==> config.mk <==
export PLATFORM = sky130hd
export DESIGN_NAME = counter_sweep_ctrl_flat
export DESIGN_NICKNAME = d
export VERILOG_FILES = /design/src/rtl/counter_sweep_pkg.sv /design/src/rtl/counter_sweep_ctrl_if.sv /design/src/rtl/counter_sweep_ctrl_dwell_timer.sv /design/src/rtl/counter_sweep_ctrl.sv /design/src/flat_wrapper.sv
export SDC_FILE = /design/constraint.sdc
export NUM_CORES = 1
export LEC_CHECK = 0
export ABC_AREA = 1
export CAP_MARGIN = 20
export CORE_MARGIN = 1.5
export CORE_UTILIZATION = 35
export CTS_CLUSTER_SIZE = 24
export DETAILED_ROUTE_END_ITERATION = 8
export DONT_BUFFER_PORTS = 1
export GPL_TIMING_DRIVEN = 1
export PLACE_DENSITY = 0.47
export SYNTH_ARGS = -nofsm -noshare
export SYNTH_HDL_FRONTEND = slang
export SYNTH_SLANG_ARGS = --single-unit
export TNS_END_PERCENT = 5
==> constraint.sdc <==
create_clock -name clk -period 1.3 [get_ports clk]
set_input_delay 0.26 -clock clk [delete_from_list [all_inputs] [get_ports clk]]
set_output_delay 0.26 -clock clk [all_outputs]
set_load 0.05 [all_outputs]
==> src/rtl/counter_sweep_pkg.sv <==
// Shared constants for the counter sweep sequencer: state encoding and default widths.
// The optional hi-limit dwell is enabled by defining COUNTER_SWEEP_DWELL_EN.
package counter_sweep_pkg;

  localparam int ST_W = 3;

  localparam logic [ST_W-1:0] ST_IDLE  = 3'd0;
  localparam logic [ST_W-1:0] ST_CLR   = 3'd1;
  localparam logic [ST_W-1:0] ST_UP    = 3'd2;
  localparam logic [ST_W-1:0] ST_DWELL = 3'd3;
  localparam logic [ST_W-1:0] ST_DOWN  = 3'd4;

  localparam int DEF_WIDTH = 4;
  localparam int DEF_NSW_W = 4;
  localparam int DEF_DWELL = 3;

endpackage

==> src/rtl/counter_sweep_ctrl_if.sv <==
// Host + counter signal bundle for the sweep sequencer.
// slave = the sequencer, master = host/counter side.
interface counter_sweep_ctrl_if #(
  parameter int WIDTH = 4,
  parameter int NSW_W = 4
) ();
  logic             start;
  logic             abort;
  logic [WIDTH-1:0] hi_lim;
  logic [WIDTH-1:0] lo_lim;
  logic [NSW_W-1:0] n_sweeps;
  logic [WIDTH-1:0] count;
  logic             enable;
  logic             count_dir;
  logic             ctr_reset;
  logic             busy;
  logic             done;
  logic             err;
  logic [NSW_W-1:0] sweep_cnt;

  modport slave (
    input  start, abort, hi_lim, lo_lim, n_sweeps, count,
    output enable, count_dir, ctr_reset, busy, done, err, sweep_cnt
  );

  modport master (
    output start, abort, hi_lim, lo_lim, n_sweeps, count,
    input  enable, count_dir, ctr_reset, busy, done, err, sweep_cnt
  );
endinterface

==> src/rtl/counter_sweep_ctrl_dwell_timer.sv <==
// Loadable down-counter that times the hold at hi_lim; expired is high once it reaches zero.
// Only instantiated when COUNTER_SWEEP_DWELL_EN is defined.
module sweep_dwell_timer #(
  parameter int W = 2
) (
  input  logic         clk,
  input  logic         reset,
  input  logic         load_i,
  input  logic [W-1:0] load_val_i,
  output logic         expired_o
);

  logic [W-1:0] cnt_q, cnt_d;

  always_comb begin
    cnt_d = cnt_q;
    if (load_i)           cnt_d = load_val_i;
    else if (cnt_q != '0) cnt_d = cnt_q - 1'b1;
  end

  always_ff @(posedge clk or posedge reset) begin
    if (reset) cnt_q <= '0;
    else       cnt_q <= cnt_d;
  end

  assign expired_o = (cnt_q == '0);

endmodule

==> src/rtl/counter_sweep_ctrl.sv <==
// Triangle-sweep sequencer: clears the counter, ramps to hi_lim, then bounces hi<->lo n times.
// Define COUNTER_SWEEP_DWELL_EN to hold DWELL extra cycles at hi_lim on every turn.
module counter_sweep_ctrl
  import counter_sweep_pkg::*;
#(
  parameter int WIDTH = DEF_WIDTH,
  parameter int NSW_W = DEF_NSW_W,
  parameter int DWELL = DEF_DWELL
) (
  input  logic             clk,
  input  logic             reset,
  counter_sweep_ctrl_if.slave bus
);

  logic [ST_W-1:0]  state_q, state_d;
  logic [WIDTH-1:0] hi_q, hi_d, lo_q, lo_d;
  logic [NSW_W-1:0] nsw_q, nsw_d, sweep_q, sweep_d, sweep_inc;
  logic             done_q, done_d, err_q, err_d;
  logic             enable_c, dir_c, ctr_rst_c;

`ifdef COUNTER_SWEEP_DWELL_EN
  localparam int DW_W = (DWELL < 2) ? 1 : $clog2(DWELL + 1);
  logic dwell_load, dwell_expired;

  sweep_dwell_timer #(.W(DW_W)) u_dwell (
    .clk        (clk),
    .reset      (reset),
    .load_i     (dwell_load),
    .load_val_i (DW_W'(DWELL - 1)),
    .expired_o  (dwell_expired)
  );
`endif

  assign sweep_inc = sweep_q + 1'b1;

  always_comb begin
    state_d   = state_q;
    hi_d      = hi_q;
    lo_d      = lo_q;
    nsw_d     = nsw_q;
    sweep_d   = sweep_q;
    done_d    = 1'b0;
    err_d     = 1'b0;
    enable_c  = 1'b0;
    dir_c     = 1'b1;
    ctr_rst_c = 1'b0;
`ifdef COUNTER_SWEEP_DWELL_EN
    dwell_load = 1'b0;
`endif
    case (state_q)
      ST_IDLE: begin
        if (bus.start) begin
          if ((bus.lo_lim < bus.hi_lim) && (bus.n_sweeps != '0)) begin
            hi_d    = bus.hi_lim;
            lo_d    = bus.lo_lim;
            nsw_d   = bus.n_sweeps;
            sweep_d = '0;
            state_d = ST_CLR;
          end else begin
            err_d = 1'b1;
          end
        end
      end
      ST_CLR: begin
        ctr_rst_c = 1'b1;
        state_d   = ST_UP;
      end
      ST_UP: begin
        // enable is decoded from live count so the counter stops exactly on the limit
        enable_c = (bus.count != hi_q);
        if (bus.count == hi_q) begin
`ifdef COUNTER_SWEEP_DWELL_EN
          dwell_load = 1'b1;
          state_d    = ST_DWELL;
`else
          state_d    = ST_DOWN;
`endif
        end
      end
`ifdef COUNTER_SWEEP_DWELL_EN
      ST_DWELL: begin
        if (dwell_expired) state_d = ST_DOWN;
      end
`endif
      ST_DOWN: begin
        dir_c    = 1'b0;
        enable_c = (bus.count != lo_q);
        if (bus.count == lo_q) begin
          if (sweep_q != nsw_q) sweep_d = sweep_inc;
          if ((sweep_inc == nsw_q) || (sweep_q == nsw_q)) begin
            state_d = ST_IDLE;
            done_d  = 1'b1;
          end else begin
            state_d = ST_UP;
          end
        end
      end
      default: state_d = ST_IDLE;
    endcase

    if (bus.abort && (state_q != ST_IDLE)) begin
      enable_c = 1'b0;
      state_d  = ST_IDLE;
      done_d   = 1'b0;
      sweep_d  = sweep_q;
    end
  end

  always_ff @(posedge clk or posedge reset) begin
    if (reset) begin
      state_q <= ST_IDLE;
      hi_q    <= '0;
      lo_q    <= '0;
      nsw_q   <= '0;
      sweep_q <= '0;
      done_q  <= 1'b0;
      err_q   <= 1'b0;
    end else begin
      state_q <= state_d;
      hi_q    <= hi_d;
      lo_q    <= lo_d;
      nsw_q   <= nsw_d;
      sweep_q <= sweep_d;
      done_q  <= done_d;
      err_q   <= err_d;
    end
  end

  assign bus.enable    = enable_c;
  assign bus.count_dir = dir_c;
  assign bus.ctr_reset = ctr_rst_c;
  assign bus.busy      = (state_q != ST_IDLE);
  assign bus.done      = done_q;
  assign bus.err       = err_q;
  assign bus.sweep_cnt = sweep_q;

endmodule
==> src/flat_wrapper.sv <==
// flat-port wrapper written by rule: the top's interface ports become plain ports
module counter_sweep_ctrl_flat import counter_sweep_pkg::*;
#(
  parameter int WIDTH = DEF_WIDTH,
  parameter int NSW_W = DEF_NSW_W,
  parameter int DWELL = DEF_DWELL
)
  (clk, reset, bus_start, bus_abort, bus_hi_lim, bus_lo_lim, bus_n_sweeps, bus_count, bus_enable, bus_count_dir, bus_ctr_reset, bus_busy, bus_done, bus_err, bus_sweep_cnt);
  counter_sweep_ctrl_if #(.WIDTH(WIDTH), .NSW_W(NSW_W)) bus_i ();
  input  logic clk;
  input  logic reset;
  input wire logic [$bits(bus_i.start)-1:0] bus_start;
  input wire logic [$bits(bus_i.abort)-1:0] bus_abort;
  input wire logic [$bits(bus_i.hi_lim)-1:0] bus_hi_lim;
  input wire logic [$bits(bus_i.lo_lim)-1:0] bus_lo_lim;
  input wire logic [$bits(bus_i.n_sweeps)-1:0] bus_n_sweeps;
  input wire logic [$bits(bus_i.count)-1:0] bus_count;
  output wire logic [$bits(bus_i.enable)-1:0] bus_enable;
  output wire logic [$bits(bus_i.count_dir)-1:0] bus_count_dir;
  output wire logic [$bits(bus_i.ctr_reset)-1:0] bus_ctr_reset;
  output wire logic [$bits(bus_i.busy)-1:0] bus_busy;
  output wire logic [$bits(bus_i.done)-1:0] bus_done;
  output wire logic [$bits(bus_i.err)-1:0] bus_err;
  output wire logic [$bits(bus_i.sweep_cnt)-1:0] bus_sweep_cnt;
  assign bus_i.start = bus_start;
  assign bus_i.abort = bus_abort;
  assign bus_i.hi_lim = bus_hi_lim;
  assign bus_i.lo_lim = bus_lo_lim;
  assign bus_i.n_sweeps = bus_n_sweeps;
  assign bus_i.count = bus_count;
  assign bus_enable = bus_i.enable;
  assign bus_count_dir = bus_i.count_dir;
  assign bus_ctr_reset = bus_i.ctr_reset;
  assign bus_busy = bus_i.busy;
  assign bus_done = bus_i.done;
  assign bus_err = bus_i.err;
  assign bus_sweep_cnt = bus_i.sweep_cnt;
  counter_sweep_ctrl #(.WIDTH(WIDTH), .NSW_W(NSW_W), .DWELL(DWELL)) u_core (.clk(clk), .reset(reset), .bus(bus_i));
endmodule
==> key figures, run 1 <==
Outcome
  • Status: finished with violations
  • Violated checks: negative setup slack

Place
  • Gp weighted congestion: 0.844
  • # port buffers: 0
  • Detail Placement HPWL: 2540 um
  • Placed Area: 1730 um^2
  • Inst Count DP: 280

Timing
  • RSZ-0062 raised after global routing: true
  • Final-report setup violation count: 15
  • Worst hold slack: 0.131 ns
  • Slew headroom: 0.698
  • Layout Skew: 0.00124 ns
  • Final worst slack: -0.200 ns
  • Max-slew violations: 0
  • Hold Fails Final Rpt: 0
  • Final period utilization: 1.15
  • Worst-margin pin slew: 0.454 ns
  • Final min period: 1.50 ns
  • FMAX: 0.667 GHz

Setup path
  • Crit-path max cell delay: 0.41 ns
  • Critical path class: reg2out
  • Max stage delay cell, worst path: dfrtp_1
  • Critical path capture point type: output port
  • Critical Path AT: 1.24 ns
  • Crit Path Max Fanout: 3
  • WP buf/inv: 1
  • CP startpoint kind: register
  • Worst Path Required: 1.04 ns
  • Family with the most delay on the worst path: simple AND/OR/NAND/NOR gates
  • Crit path cell chain: inv_2 > nand3_1 > nor2_2 > nand2_2 > nand2_8

Floorplanning
  • # rows: 22
  • Initial core utilization: 0.373
  • Overall die height: 66.2 um
  • Die W: 66.2 um
  • Floorplan Core Area: 3740 um^2
  • Total die area: 4380 um^2
  • # IOs: 30

Route
  • DRT iter0 DRCs: 90
  • Vias: 1356
  • Vias per cell: 4.64
  • Total Wirelength: 3310 um
  • Antenna Nets Post-Route: 0
  • DR WL/cell: 11.3 um
  • Pre-Repair DR Iteration Count: 4
  • DRC violations left: 0

Finish
  • Layout cells sized above 1: 0.324
  • Final core utilization: 0.513
  • Finished Layout Cells: 292
  • ANT cells: 0
  • Fin area: 1920 um^2
  • Area growth, synth to finish: 37.4%
  • Fin nets: 269
  • Fill count: 392

Global route
  • GRT Overall Usage: 0.174
  • First-pass GRT wire length: 5820 um
  • Vias in the first global route: 1397
  • Initial antenna violation count: 0
  • Grt ovf: 0
  • Largest net degree at the start of global routing: 22

Power
  • Worst vdd ir: 0.000599 V
  • PD cells: 1750 nW/um^2
  • Pleak: 0.00104 uW

Yosys
  • Avg Inst Size Synth: 6.88 um^2
  • Syn Inst Count: 203
  • Yosys reg bits: 21
  • Netlist cell types: 24
  • Synthesis Warnings: 0
  • Cell Area, Synth: 1400 um^2
  • Seq/Total Area, Yosys: 0.376
  • Mapped Nets: 227

Hold path
  • Hold WC Path Type: in2reg

CTS
  • Clock tree buffer depth: 2
  • CTS tree: built
  • Clk slew on worst S/H paths: 0.08 ns
  • Clk_lat worst skew: 0.25 ns
  • Max H-tree Level: 1
  • Sinks on Clock Net: 21
  • Clock Tree Root: clkbuf_8
  • CTS Buf Count: 3

Job
  • Max_cap viols: 0
==> per-layer routing <==
layer	GRT usage	share of wire	vias up
li1	-	-	701
met2	0.341	0.54	27
met4	0.0459	0.0072	0
met5	0	0	-
met1	0.188	0.41	626
met3	0.0324	0.038	2
==> where the power goes <==
group	total [uW]	switching [uW]	leakage, uW	internal, uW
Sequential	1070	192	0.000266	876
Combinational	1860	1060	0.000749	801
Clock	430	212	0.0000228	218
Total	3360	1460	0.00104	1900
==> worst paths after layout <==
kind / start / slack (ns) / cells past startpoint / endpoint
worst max register to register: u_core.bus.sweep_cnt[0]$_DFFE_PP0P_ / -0.12 / 10 / u_core.state_q[1]$_DFFE_PP0P_
worst min register to register: u_core.hi_q[3]$_DFFE_PP0P_ / 0.53 / 2 / u_core.hi_q[3]$_DFFE_PP0P_
max in group asynchronous: reset / 0.58 / 3 / u_core.bus.sweep_cnt[3]$_DFFE_PP0P_
worst min-delay path: bus_hi_lim[0] / 0.13 / 2 / u_core.hi_q[0]$_DFFE_PP0P_
worst max-delay path: u_core.state_q[2]$_DFFE_PP0P_ / -0.20 / 5 / bus_enable
min in group asynchronous: reset / 0.48 / 3 / u_core.hi_q[0]$_DFFE_PP0P_
==> layout make-up <==
| cell class | instances | area, um^2 | area share |
|---|---|---|---|
| Inverter | 40 | 163 | 0.0847 |
| Multi-Input combinational cell | 141 | 796 | 0.414 |
| Clock buffer | 4 | 45.0 | 0.0235 |
| Tap cell | 48 | 60.1 | 0.0313 |
| Sequential cell | 21 | 531 | 0.276 |
| Timing Repair Buffer | 38 | 327 | 0.170 |
==> placed cells by master (no fill, tap or decap), types with 7 or more instances in the layout <==
cell and n:
inv_2 8, nor2_1 8, dfrtp_1 17, buf_4 30
o21ai_1 12, nand2_1 72, nand3_1 9, nand2_4 7
inv_1 31
==> flip-flops by register name, summed over array words and instances, names as in the netlist <==
name	count
u_core.lo_q	4
u_core.bus.err	1
u_core.state_q	3
u_core.hi_q	4
u_core.bus.done	1
u_core.nsw_q	4
u_core.bus.sweep_cnt	4
==> metrics by stage <==
step | total power, uW | setup slack (ns) | setup TNS [ns]
finish | 3360 | -0.200 | -1.44
global route | 3640 | -0.274 | -3.55
CTS | 3290 | -0.203 | -1.51
detailed placement | 2690 | -0.135 | -1.95
global placement | 2670 | -0.0978 | -1.49
floorplan | 2200 | -0.158 | -1.05
==> cell usage after synthesis, drive strengths merged <==
cell type | count | share of area
a211oi | 1 | 0.0054
o21ai | 14 | 0.058
nand2 | 84 | 0.25
nor3 | 1 | 0.0036
and2 | 1 | 0.0063
ha | 4 | 0.036
nor2 | 16 | 0.054
nand4 | 4 | 0.018
a21oi | 3 | 0.011
buf | 1 | 0.0081
xor2 | 1 | 0.0063
xnor2 | 1 | 0.0063
nand3 | 11 | 0.052
dfrtp | 21 | 0.38
inv | 40 | 0.11
==> repair_timing <==
action | in CTS | in global routing
hold buffers | 1 | 0
pin swaps | 8 | 5
endpoints found under the hold margin | 21 | 0
setup buffers | 6 | 1
gates resized for setup | 14 | 12
endpoints found under the setup margin | 11 | 27
==> kinds of logic (layout without fill, tap and decap cells) <==
logic type      count (synthesis)  count (layout)  synth area share
simple gates                  117             117             0.384
buf+inv                        41              82             0.117
flops                          21              21             0.376
compound gates                 18              18            0.0743
fa+ha+maj                       4               4            0.0358
xor+xnor                        2               2            0.0125
Note: power is estimated with default switching activity, not from simulation.
==> run 2, diff against run 1 <==
Settings changed: CORE_MARGIN 1.5 to 3.
==> run 2 against run 1 <==
  * The run still ends with negative setup slack left
  * Clock-buffer cell count unchanged
  * Global-route usage decreased by 3.2 points
  * Sequential power barely moved
  * Utilization fell by 0.60 points
  * Worst setup slack got worse by 0.0039 ns
  * Largest cell class unchanged
==> key figures, run 2 (synthesized netlist as in run 1, its figures left out) <==
Setup path
  • Worst r2r path cells: 10 (unchanged)
  • Critical path capture point type: output port (unchanged)
  • FF-to-FF End: u_core.state_q[1]$_DFFE_PP0P_ (unchanged)
  • Max stage delay cell, worst path: dfrtp_1 (unchanged)
  • Crit Path Max Fanout: 2 (was 3)
  • R2R setup slack: -0.15 ns (was -0.12 ns)
  • R2R Path Start: u_core.bus.sweep_cnt[0]$_DFFE_PP0P_ (unchanged)
  • Crit path launch: u_core.state_q[0]$_DFFE_PP0P_ (was u_core.state_q[2]$_DFFE_PP0P_)
  • CP startpoint kind: register (unchanged)
  • Critical path class: reg2out (unchanged)
  • Worst Path Required: 1.04 ns (about the same)
  • Crit path cell chain: nor2_4 > nand2_4 > nor2_4 > nand2_2 > nand2_4 (was inv_2 > nand3_1 > nor2_2 > nand2_2 > nand2_8)
  • Crit-path max cell delay: 0.41 ns (about the same)
  • Critical Path AT: 1.24 ns (about the same)

Timing
  • RSZ-0062 raised after global routing: true (unchanged)
  • Hold Fails Final Rpt: 0 (unchanged)
  • Final period utilization: 1.16 (was 1.15)
  • Layout Skew: 0.00544 ns (was 0.00124 ns)
  • Final worst slack: -0.204 ns (was -0.200 ns)
  • FMAX: 0.665 GHz (was 0.667 GHz)
  • Slew headroom: 0.703 (was 0.698)
  • TNS Setup: -1.05 ns (was -1.44 ns)
  • Final min period: 1.50 ns (about the same)
  • Final-report setup violation count: 11 (was 15)
  • Worst-margin pin slew: 0.446 ns (was 0.454 ns)
  • Max-slew violations: 0 (unchanged)

Global route
  • First-pass GRT wire length: 5540 um (was 5820 um)
  • GRT Overall Usage: 0.143 (was 0.174)
  • Grt ovf: 0 (unchanged)
  • Largest net degree at the start of global routing: 22 (unchanged)
  • Initial antenna violation count: 0 (unchanged)
  • Vias in the first global route: 1347 (was 1397)

Route
  • DRT iter0 DRCs: 62 (was 90)
  • Vias: 1320 (was 1356)
  • DR WL/cell: 11.1 um (was 11.3 um)
  • Antenna Nets Post-Route: 0 (unchanged)
  • Pre-Repair DR Iteration Count: 4 (unchanged)
  • Vias per cell: 4.57 (was 4.64)
  • DRC violations left: 0 (unchanged)
  • Total Wirelength: 3210 um (was 3310 um)

Floorplanning
  • Overall die height: 69.2 um (was 66.2 um)
  • # rows: 22 (unchanged)
  • # IOs: 30 (unchanged)
  • Floorplan Core Area: 3740 um^2 (unchanged)
  • Total die area: 4790 um^2 (was 4380 um^2)
  • Initial core utilization: 0.373 (unchanged)
  • Die W: 69.2 um (was 66.2 um)

CTS
  • Max H-tree Level: 1 (unchanged)
  • Clk slew on worst S/H paths: 0.08 ns (about the same)
  • Clk_lat worst skew: 0.26 ns (was 0.25 ns)
  • CTS tree: built (unchanged)
  • Clock tree buffer depth: 2 (unchanged)
  • CTS Buf Count: 3 (unchanged)
  • Sinks on Clock Net: 21 (unchanged)
  • Clock Tree Root: clkbuf_8 (unchanged)

Finish
  • ANT cells: 0 (unchanged)
  • Fill count: 387 (was 392)
  • Area growth, synth to finish: 35.8% (was 37.4%)
  • Commonest non-fill, non-tap cell in the layout: nand2_1 (unchanged)
  • Layout cells sized above 1: 0.324 (about the same)
  • Fin area: 1900 um^2 (was 1920 um^2)
  • Most used cells in the layout excluding fill and tap cells: 72 x nand2_1, 32 x inv_1, 26 x buf_4 (was 72 x nand2_1, 31 x inv_1, 30 x buf_4)
  • Fin nets: 266 (was 269)

Power
  • Worst vdd ir: 0.000570 V (was 0.000599 V)
  • Pleak: 0.00102 uW (was 0.00104 uW)
  • Internal: 1850 uW (was 1900 uW)
  • Net Sw Frac: 0.435 (about the same)
  • Clock share of power: 0.130 (was 0.128)
  • PD cells: 1720 nW/um^2 (was 1750 nW/um^2)
  • Combinational share of power: 0.545 (was 0.554)
  • P_sw: 1420 uW (was 1460 uW)
  • Reg power frac: 0.325 (was 0.318)

Hold path
  • Hold EP: u_core.lo_q[3]$_DFFE_PP0P_ (was u_core.hi_q[0]$_DFFE_PP0P_)
  • Hold WC Path Type: in2reg (unchanged)
  • Hold path cells: 2 (unchanged)
  • Hold path startpoint: bus_lo_lim[3] (was bus_hi_lim[0])

Place
  • # port buffers: 0 (unchanged)
  • Detail Placement HPWL: 2570 um (was 2540 um)
  • Gp weighted congestion: 0.818 (was 0.844)
  • Placed Area: 1730 um^2 (about the same)

Outcome
  • Status: finished with violations (unchanged)
  • Violated checks: negative setup slack (unchanged)

Job
  • Max_cap viols: 0 (unchanged)
## run 2: cell types whose count changed in the layout (fill, tap and decap cells not counted), sizes merged
cell	delta
buf	-3
## run 2: area by class of cell
type / instances / area, um^2 / area share
multi-input combinational: 141 / 792 / 0.417
timing repair buffer: 35 / 308 / 0.162
tap: 48 / 60.1 / 0.0316
clock buffer: 4 / 45.0 / 0.0237
sequential: 21 / 531 / 0.279
inverter: 40 / 163 / 0.0857
## run 2: per-layer routing
metal	share of wire	track usage	vias to the layer above	wire length [um]
met5	0	0	-	0
met2	0.52	0.254	24	1660
met3	0.040	0.0319	4	129
met1	0.43	0.163	598	1370
li1	-	-	694	-
met4	0.014	0.0586	0	45
## run 2: worst max-delay path by stage
stage                                               end  slack [ns]  depth (start not counted)
after CTS                                    bus_enable       -0.22                          5
after floorplan           u_core.state_q[1]$_DFFE_PP0P_       -0.16                         10
after global routing                         bus_enable       -0.30                          7
after detailed placement    u_core.nsw_q[3]$_DFFE_PP0P_       -0.17                          9
final                                        bus_enable       -0.20                          5
after global placement      u_core.nsw_q[3]$_DFFE_PP0P_       -0.16                          9
## run 2: power groups by stage
stage,Clock (uW),Sequential (uW),Combinational [uW]
finish,424,1060,1780
global route,480,1100,1980
CTS,446,1060,1700
detailed placement,0,1070,1640
global placement,0,1060,1620
floorplan,0,1070,1130
## run 2: per-stage QoR
| step | std cells | hold WS [ns] | worst slack (ns) | power (uW) | util |
|---|---|---|---|---|---|
| finish | 289 | 0.124 | -0.204 | 3270 | 0.507 |
| global route | 289 | 0.115 | -0.297 | 3560 | 0.507 |
| CTS | 288 | 0.120 | -0.217 | 3210 | 0.491 |
| detailed placement | 281 | 0.208 | -0.168 | 2710 | 0.463 |
| global placement | 281 | 0.205 | -0.161 | 2680 | 0.463 |
| floorplan | 203 | 0.236 | -0.158 | 2200 | - |
## run 2: timing repair
action                                  4_1_cts  5_1_grt
endpoints found under the setup margin       12       24
pin swaps                                     4        5
hold buffers                                  1        0
gates resized for setup                      10       16
cloned                                        0        0
setup buffers                                 2        1
hold endpoints to repair                     21        0
## run 2: critical path: cells and delay by family, from the launching register on
kind	cells	cell delay [ns]
simple gates	5	0.59
flops	1	0.41
==> run 3, diff against run 2 <==
Settings changed: SKIP_CTS_REPAIR_TIMING set to 1.
==> run 3 against run 2 <==
  * The run still ends with negative setup slack left
  * Global-route usage is 0.33 points lower
  * Non-clock buffer count fell by 1
  * Maximum frequency shrank 1.1%
  * Routed wire length is 1.6% lower
  * Critical endpoint unchanged
==> key figures, run 3 (synthesized netlist as in run 1, its figures left out) <==
CTS
  • Clk_lat worst skew: 0.26 ns (about the same)
  • Sinks on Clock Net: 21 (unchanged)
  • CTS Buf Count: 3 (unchanged)
  • Max H-tree Level: 1 (unchanged)
  • Clk slew on worst S/H paths: 0.08 ns (about the same)
  • Clock Tree Root: clkbuf_8 (unchanged)
  • CTS tree: built (unchanged)
  • Clock tree buffer depth: 2 (unchanged)

Hold path
  • Hold path startpoint: bus_lo_lim[3] (unchanged)
  • Hold WC Path Type: in2reg (unchanged)
  • Hold EP: u_core.lo_q[3]$_DFFE_PP0P_ (unchanged)
  • Hold path cells: 2 (unchanged)

Timing
  • TNS Setup: -1.29 ns (was -1.05 ns)
  • Max-slew violations: 0 (unchanged)
  • RSZ-0062 raised after global routing: true (unchanged)
  • Final-report setup violation count: 10 (was 11)
  • Layout Skew: 0.00582 ns (was 0.00544 ns)
  • Final worst slack: -0.222 ns (was -0.204 ns)
  • FMAX: 0.657 GHz (was 0.665 GHz)
  • Worst-margin pin slew: 0.446 ns (about the same)
  • Final min period: 1.52 ns (was 1.50 ns)
  • Final period utilization: 1.17 (was 1.16)
  • Hold Fails Final Rpt: 0 (unchanged)
  • Slew headroom: 0.703 (about the same)

Finish
  • ANT cells: 0 (unchanged)
  • Most used cells in the layout excluding fill and tap cells: 72 x nand2_1, 31 x inv_1, 27 x buf_4 (was 72 x nand2_1, 32 x inv_1, 26 x buf_4)
  • Finished Layout Cells: 288 (was 289)
  • Layout cells sized above 1: 0.325 (was 0.324)
  • Commonest non-fill, non-tap cell in the layout: nand2_1 (unchanged)
  • Fin nets: 265 (was 266)
  • Area growth, synth to finish: 34.2% (was 35.8%)
  • Final core utilization: 0.501 (was 0.507)

Floorplanning
  • Initial core utilization: 0.373 (unchanged)
  • Overall die height: 69.2 um (unchanged)
  • Die W: 69.2 um (unchanged)
  • # IOs: 30 (unchanged)
  • # rows: 22 (unchanged)
  • Total die area: 4790 um^2 (unchanged)
  • Floorplan Core Area: 3740 um^2 (unchanged)

Route
  • Pre-Repair DR Iteration Count: 4 (unchanged)
  • Vias per cell: 4.53 (was 4.57)
  • DRC violations left: 0 (unchanged)
  • Antenna Nets Post-Route: 0 (unchanged)
  • DR WL/cell: 11.0 um (was 11.1 um)
  • Total Wirelength: 3150 um (was 3210 um)
  • Vias: 1305 (was 1320)
  • DRT iter0 DRCs: 52 (was 62)

Setup path
  • Crit path cell chain: nor2_4 > nand2_4 > nor2_4 > nand2_2 > nand2_4 (unchanged)
  • Critical path capture point type: output port (unchanged)
  • FF-to-FF End: u_core.state_q[1]$_DFFE_PP0P_ (unchanged)
  • Worst Path Required: 1.04 ns (about the same)
  • Critical path class: reg2out (unchanged)
  • R2R setup slack: -0.14 ns (was -0.15 ns)
  • Crit-path max cell delay: 0.42 ns (was 0.41 ns)
  • Max stage delay cell, worst path: dfrtp_1 (unchanged)
  • CP startpoint kind: register (unchanged)
  • R2R Path Start: u_core.bus.sweep_cnt[0]$_DFFE_PP0P_ (unchanged)
  • Crit Path Max Fanout: 3 (was 2)
  • WP buf/inv: 0 (unchanged)
  • Critical Path AT: 1.26 ns (was 1.24 ns)
  • Family with the most delay on the worst path: simple AND/OR/NAND/NOR gates (unchanged)
  • Worst r2r path cells: 10 (unchanged)

Place
  • Detail Placement HPWL: 2570 um (unchanged)
  • Gp weighted congestion: 0.818 (unchanged)
  • # port buffers: 0 (unchanged)
  • Inst Count DP: 281 (unchanged)

Global route
  • Vias in the first global route: 1324 (was 1347)
  • Grt ovf: 0 (unchanged)
  • GRT Overall Usage: 0.139 (was 0.143)
  • First-pass GRT wire length: 5420 um (was 5540 um)
  • Initial antenna violation count: 0 (unchanged)
  • Largest net degree at the start of global routing: 22 (unchanged)

Outcome
  • Status: finished with violations (unchanged)
  • Violated checks: negative setup slack (unchanged)

Power
  • PnR Total Power: 3220 uW (was 3270 uW)
  • Worst vdd ir: 0.000563 V (was 0.000570 V)
  • PD cells: 1720 nW/um^2 (about the same)
  • Pleak: 0.00101 uW (was 0.00102 uW)

Job
  • Max_cap viols: 0 (unchanged)
## run 3: changes by cell type in the layout (fill, tap and decap cells not counted), sizes merged
| cell | before | now |
|---|---|---|
| buf | 34 | 33 |
## run 3: worst max path at each step
stage / startpoint / end / depth (start not counted)
global route: u_core.state_q[1]$_DFFE_PP0P_ / bus_enable / 5
detailed placement: bus_hi_lim[3] / u_core.nsw_q[3]$_DFFE_PP0P_ / 9
CTS: u_core.state_q[0]$_DFFE_PP0P_ / bus_enable / 5
finish: u_core.state_q[1]$_DFFE_PP0P_ / bus_enable / 5
floorplan: u_core.bus.sweep_cnt[0]$_DFFE_PP0P_ / u_core.state_q[1]$_DFFE_PP0P_ / 10
global placement: bus_hi_lim[3] / u_core.nsw_q[3]$_DFFE_PP0P_ / 9
## run 3: power breakdown
| group | internal [uW] | switching (uW) | leakage [uW] |
|---|---|---|---|
| logic | 732 | 1010 | 0.000719 |
| registers | 877 | 183 | 0.000266 |
| clock network | 218 | 205 | 0.0000228 |
## run 3: area by class of cell
cell class                 count  area (um^2)
multi-input combinational    141          785
tap                           48         60.1
sequential                    21          531
clock buffer                   4         45.0
inverter                      40          163
fill                         386         1870
timing repair buffer          34          293
## run 3: metal layers
layer / part of all wire / routed length, um / track usage
met1: 0.43 / 1360 / 0.160
met2: 0.51 / 1620 / 0.246
met3: 0.041 / 129 / 0.0319
met4: 0.014 / 45 / 0.0586
met5: 0 / 0 / 0
## run 3: through the flow
| stage | instance area [um^2] | hold WS, ns | setup slack, ns |
|---|---|---|---|
| floorplan | 1440 | 0.236 | -0.158 |
| detailed placement | 1730 | 0.208 | -0.168 |
| global placement | 1730 | 0.205 | -0.161 |
| CTS | 1780 | -0.0783 | -0.303 |
| finish | 1880 | 0.125 | -0.222 |
| global route | 1880 | 0.115 | -0.296 |
